`config.mk`:
```
export PLATFORM = sky130hd
export DESIGN_NAME = microwave_timer_ctrl
export DESIGN_NICKNAME = d
export VERILOG_FILES = /design/src/rtl/microwave_pkg.sv /design/src/rtl/bcd_down_digit.sv /design/src/rtl/microwave_timer_ctrl.sv
export SDC_FILE = /design/constraint.sdc
export NUM_CORES = 1
export LEC_CHECK = 0
export CAP_MARGIN = 10
export CORE_ASPECT_RATIO = 1.1
export CORE_UTILIZATION = 43
export CTS_CLUSTER_DIAMETER = 60
export CTS_CLUSTER_SIZE = 24
export DETAILED_ROUTE_END_ITERATION = 10
export PLACE_DENSITY = 0.75
export SLEW_MARGIN = 20
export SYNTH_ARGS = -nofsm -noshare
export SYNTH_HDL_FRONTEND = slang
export SYNTH_HIERARCHICAL = 1
export SYNTH_SLANG_ARGS = --single-unit
```
`constraint.sdc`:
```
create_clock -name clock -period 3.1 [get_ports clock]
set_input_delay 0.62 -clock clock [delete_from_list [all_inputs] [get_ports clock]]
set_output_delay 0.62 -clock clock [all_outputs]
set_load 0.01 [all_outputs]
```
`src/rtl/microwave_pkg.sv`:
```
// Shared encodings and limits for the microwave cook timer: FSM states,
// BCD digit limits and the quick-start defaults.
package microwave_pkg;

    typedef enum logic [2:0] {
        ST_IDLE  = 3'd0,
        ST_COOK  = 3'd1,
        ST_PAUSE = 3'd2,
        ST_DONE  = 3'd3
    } state_e;

    localparam logic [3:0] DIGIT_MAX      = 4'd9;
    localparam logic [3:0] SEC_TENS_MAX   = 4'd5;
    localparam logic [3:0] QUICK_MIN_DEF  = 4'd0;
    localparam logic [3:0] QUICK_TENS_DEF = 4'd3;

    function automatic logic is_bcd(input logic [3:0] value);
        return value <= DIGIT_MAX;
    endfunction

endpackage

```
`src/rtl/bcd_down_digit.sv`:
```
// One BCD down-counting digit. Priority is load, then shift-in, then decrement;
// decrementing from 0 wraps to MAX and raises borrow for the next digit up.
module bcd_down_digit #(
    parameter logic [3:0] MAX = 4'd9
) (
    input  logic       clock,
    input  logic       clear,
    input  logic       load,
    input  logic [3:0] load_val,
    input  logic       shift_en,
    input  logic [3:0] shift_in,
    input  logic       dec,
    output logic [3:0] digit,
    output logic       borrow
);

    logic [3:0] digit_d;
    logic [3:0] digit_q;

    // NOTE: every always_comb output gets a default first, so no path can infer a latch.
    always_comb begin
        digit_d = digit_q;
        if (load) begin
            digit_d = load_val;
        end else if (shift_en) begin
            digit_d = shift_in;
        end else if (dec) begin
            digit_d = (digit_q == 4'd0) ? MAX : digit_q - 4'd1;
        end
    end

    // NOTE: state flops use non-blocking assignments so all flops sample pre-edge values.
    always_ff @(posedge clock) begin
        if (clear) begin
            digit_q <= 4'd0;
        end else begin
            digit_q <= digit_d;
        end
    end

    assign digit  = digit_q;
    assign borrow = (digit_q == 4'd0) && dec;

endmodule

```
`src/rtl/microwave_timer_ctrl.sv`:
```
// Microwave cook timer: keypad entry of M:SS, start/stop/door sequencing and a
// 1 Hz countdown through a chain of three BCD down-counting digits.
module microwave_timer_ctrl
    import microwave_pkg::*;
#(
    parameter logic [3:0] QUICK_MIN  = QUICK_MIN_DEF,
    parameter logic [3:0] QUICK_TENS = QUICK_TENS_DEF
) (
    input  logic       clock,
    input  logic       clear,
    input  logic       door_closed,
    input  logic       start,
    input  logic       stop_clear,
    input  logic       key_valid,
    input  logic [3:0] key,
    input  logic       tick,
    output logic [3:0] min_digit,
    output logic [3:0] sec_tens,
    output logic [3:0] sec_units,
    output logic       magnetron_on,
    output logic       done,
    output logic [2:0] state_o
);

    state_e state_d;
    state_e state_q;

    logic       load;
    logic [3:0] load_min;
    logic [3:0] load_tens;
    logic       shift_en;
    logic       cook_dec;
    logic       borrow_units;
    logic       borrow_tens;
    logic       borrow_min;
    logic       time_zero;
    logic       time_one;
    logic       key_ok;

    assign time_zero = (min_digit == 4'd0) && (sec_tens == 4'd0) && (sec_units == 4'd0);
    assign time_one  = (min_digit == 4'd0) && (sec_tens == 4'd0) && (sec_units == 4'd1);
    // The old units digit moves into seconds-tens, so it must not exceed 5.
    assign key_ok    = is_bcd(key) && (sec_units <= SEC_TENS_MAX);

    // Kept independent of the FSM block so the borrow chain never loops back into it.
    assign cook_dec  = (state_q == ST_COOK) && tick && door_closed && !stop_clear;

    always_comb begin
        state_d   = state_q;
        load      = 1'b0;
        load_min  = 4'd0;
        load_tens = 4'd0;
        shift_en  = 1'b0;

        case (state_q)
            ST_IDLE: begin
                if (stop_clear) begin
                    load = 1'b1;
                end else if (start) begin
                    if (door_closed) begin
                        state_d = ST_COOK;
                        if (time_zero) begin
                            load      = 1'b1;
                            load_min  = QUICK_MIN;
                            load_tens = QUICK_TENS;
                        end
                    end
                end else if (key_valid && key_ok) begin
                    shift_en = 1'b1;
                end
            end
            ST_COOK: begin
                if (stop_clear || !door_closed) begin
                    state_d = ST_PAUSE;
                end else if (tick && (time_one || borrow_min)) begin
                    // A minutes borrow would be an underflow; finish rather than wrap.
                    state_d = ST_DONE;
                    load    = borrow_min;
                end
            end
            ST_PAUSE: begin
                if (stop_clear) begin
                    state_d = ST_IDLE;
                    load    = 1'b1;
                end else if (start && door_closed) begin
                    state_d = ST_COOK;
                end
            end
            ST_DONE: begin
                if (stop_clear || !door_closed) begin
                    state_d = ST_IDLE;
                    load    = 1'b1;
                end
            end
            default: begin
                state_d = ST_IDLE;
                load    = 1'b1;
            end
        endcase
    end

    always_ff @(posedge clock) begin
        if (clear) begin
            state_q <= ST_IDLE;
        end else begin
            state_q <= state_d;
        end
    end

    bcd_down_digit #(.MAX(DIGIT_MAX)) u_units (
        .clock    (clock),
        .clear    (clear),
        .load     (load),
        .load_val (4'd0),
        .shift_en (shift_en),
        .shift_in (key),
        .dec      (cook_dec),
        .digit    (sec_units),
        .borrow   (borrow_units)
    );

    bcd_down_digit #(.MAX(SEC_TENS_MAX)) u_tens (
        .clock    (clock),
        .clear    (clear),
        .load     (load),
        .load_val (load_tens),
        .shift_en (shift_en),
        .shift_in (sec_units),
        .dec      (borrow_units),
        .digit    (sec_tens),
        .borrow   (borrow_tens)
    );

    bcd_down_digit #(.MAX(DIGIT_MAX)) u_min (
        .clock    (clock),
        .clear    (clear),
        .load     (load),
        .load_val (load_min),
        .shift_en (shift_en),
        .shift_in (sec_tens),
        .dec      (borrow_tens),
        .digit    (min_digit),
        .borrow   (borrow_min)
    );

    assign magnetron_on = (state_q == ST_COOK);
    assign done         = (state_q == ST_DONE);
    assign state_o      = state_q;

endmodule

```
==> metrics <==
Setup violations, final=0; Seq pwr share=0.388; Sw Pwr=0.184 mW; Max stage delay on crit path=roughly 0.40 ns; Vias=1287; status=completed; clk_lat worst skew=0.29 ns; core area=2300 um^2; Crit Path Max Fanout=9; Worst EP arrival=3.04 ns; logic gate share of total power=0.353; vias in the first global route=1159; DR vias/cell=roughly 5.6; GRT overflow=0; commonest non-fill, non-tap cells in the layout=clkdlybuf4s50_1 (23), buf_4 (22), a21oi_1 (17); chip width=49.5 um; WL final=3240 um; I/O Buffers=26; pre-CTS WS=-0.395 ns; crit share post-route=0.913; R2R Setup Slk=between 0.2 and 0.3 ns; layout cells sized above 1=0.226; post-route minimum period=roughly 2.8 ns; GRT Resource Usage Total=0.247; Slew HR=0.551; CP top delay family=simple AND/OR/NAND/NOR gates; Pwr Density=330 nW/um^2; die span in y=54.3 um; first-pass GRT wire length=roughly 5100 um; area delta synth->final=55.8%; Clk pwr share=0.259; ANT cells=0; commonest non-fill, non-tap cell in the layout=clkdlybuf4s50_1; Hold Path Origin=u_min/digit[2]; 1st-pass router iterations=4; Hold Path Depth=2; max-slew violation count=0; Slowest-stage cell, CP=dfxtp_1; initial drt markers=26; Total Power=0.549 mW; ANT nets after route=0; Worst setup EP type=register; Worst Tran Pin Value=0.672 ns; final hold violation count=0; WHS=0.527 ns; I/O Pins=28; hold endpoint=u_min/digit[2]; Root Buffer=clkbuf_4; R2R depth=16; most used cell, CP=nor3b_4; worst r2r src=state_o[1]; critical path type=reg -> reg; Buf/Inv on CP=2; f_max=~350 MHz; gpl congestion=0.934; CTS tree=built; Clock Tree Buf Depth=2; initial antenna violation count=0; CTS clk-pin slew, worst paths=around 0.11 ns; crit path launch type=register; Avg WL per Cell=14.1 um; max-cap violations=0; Initial Util=0.465; CP Depth=16; RSZ-0062 raised after global routing=no; FF+latch count, synth=14; Rows=18; die area=2690 um^2; final worst setup slack=around 0.27 ns; setup TNS=0 ns; Power Internal=around 0.37 mW; reg2reg end=u_units/digit[2]; CP Data Required Time=3.31 ns; min-delay worst type=reg -> reg; worst path cell trace=nor2b_2 -> and3_4 -> nor3b_4 -> nor3b_4 -> and2_4 -> nor3b_4 -> nand4_1 -> nor3_1 -> a221oi_1 -> nand2_1 -> buf_6 -> nor3_1 -> buf_4 -> a21oi_1 -> o21ai_1 -> a21oi_1; number of CTS-inserted buffers=3; synthesized area=1070 um^2; Net Sw Frac=0.335; register area share after synthesis=0.263; P_leak=0.642 nW; Yosys cell types=37; Final #Nets=211; largest net degree at the start of global routing=23; # hold bufs at CTS=0; cell count after synthesis=~140; # H-tree levels=1; hpwl dp=2200 um; syn_area_per_cell=7.52 um^2; clock sinks=14; Ys Warns=6; DRC=0; Max VDD drop=0.239 mV; Worst Skew=0.0105 ns
layout make-up:
type | instances | area (um^2)
inverter | 10 | 37.5
fill | 182 | 634
clock buffer | 4 | 36.3
timing repair buffer | 50 | 455
sequential | 14 | 280
tap | 30 | 37.5
multi-input combinational | 121 | 816
worst max path at each step:
stage / from / endpoint / slack [ns]
final: state_o[1] / u_units/digit[2] / 0.27
after global routing: state_o[1] / u_units/digit[2] / 0.07
after CTS: door_closed / u_tens/digit[1] / -0.02
after detailed placement: door_closed / u_tens/digit[1] / -0.39
after global placement: door_closed / u_tens/digit[1] / -0.27
after floorplan: door_closed / u_min/digit[2] / -0.03
cell usage after synthesis, drive strengths merged:
library cell  count  area (um^2)
a2111o            2         22.5
a2111oi           1         8.76
a211oi            3         27.5
a21boi            1         7.51
a21oi            19          103
a221o             2         20.0
a221oi            4         35.0
and2              2         12.5
and3              1         6.26
buf               5         33.8
clkbuf            2         7.51
conb              1         3.75
dfxtp            14          280
inv              10         37.5
mux2i             5         50.1
nand2             8         30.0
nand2b            1         6.26
nand4             2         12.5
nand4b            1         8.76
nor2             12         45.0
nor2b             5         31.3
nor3              8         40.0
nor3b             5         42.5
nor4b             3         26.3
nor4bb            1         10.0
o21ai            15         75.1
o31ai             1         7.51
or3               2         22.5
or4               2         18.8
xnor2             4         35.0
cells by family (layout without fill, tap and decap cells):
family,Yosys count,count (layout),share of synthesized area
simple gates,53,53,0.293
compound gates,48,48,0.287
buf+inv,17,64,0.0739
flops,14,14,0.263
mux,5,5,0.0469
xor+xnor,4,4,0.0328
other cells,1,11,0.00351
registers in the layout, summed over array words and instances, names as in the netlist:
register       cells
u_min/digit        4
u_tens/digit       4
u_units/digit      4
state_o            2
worst min-delay path, delay by kind of cell (launching register included):
kind | cells | cell delay [ns]
flops | 1 | 0.37
compound gates | 1 | 0.05
simple gates | 1 | 0.07
metal layers:
layer | part of all wire | vias to the layer above | routed length (um) | track usage
li1 | - | 625 | - | -
met1 | 0.46 | 618 | 1470 | 0.287
met2 | 0.49 | 36 | 1600 | 0.457
met3 | 0.033 | 8 | 107 | 0.0278
met4 | 0.017 | 0 | 54 | 0.124
met5 | 0 | - | 0 | 0
metrics by stage:
step | cells | instance area (um^2) | util
floorplan | 152 | 1110 | -
finish | 229 | 1660 | 0.724
global placement | 222 | 1530 | 0.667
CTS | 227 | 1600 | 0.696
detailed placement | 222 | 1530 | 0.667
global route | 229 | 1660 | 0.724
timing repair:
item,CTS,global route
endpoints found under the setup margin,9,12
pin swaps,3,5
buffers inserted,1,2
endpoints found under the hold margin,0,0
resized for setup,5,13
power by group through the flow:
stage	registers, mW	logic [mW]	clock network (mW)
floorplan	0.222	0.0870	0
global placement	0.215	0.175	0
detailed placement	0.216	0.177	0
CTS	0.212	0.185	0.140
global route	0.216	0.209	0.150
finish	0.213	0.194	0.142
No activity file was read; power rests on OpenSTA's default activity.
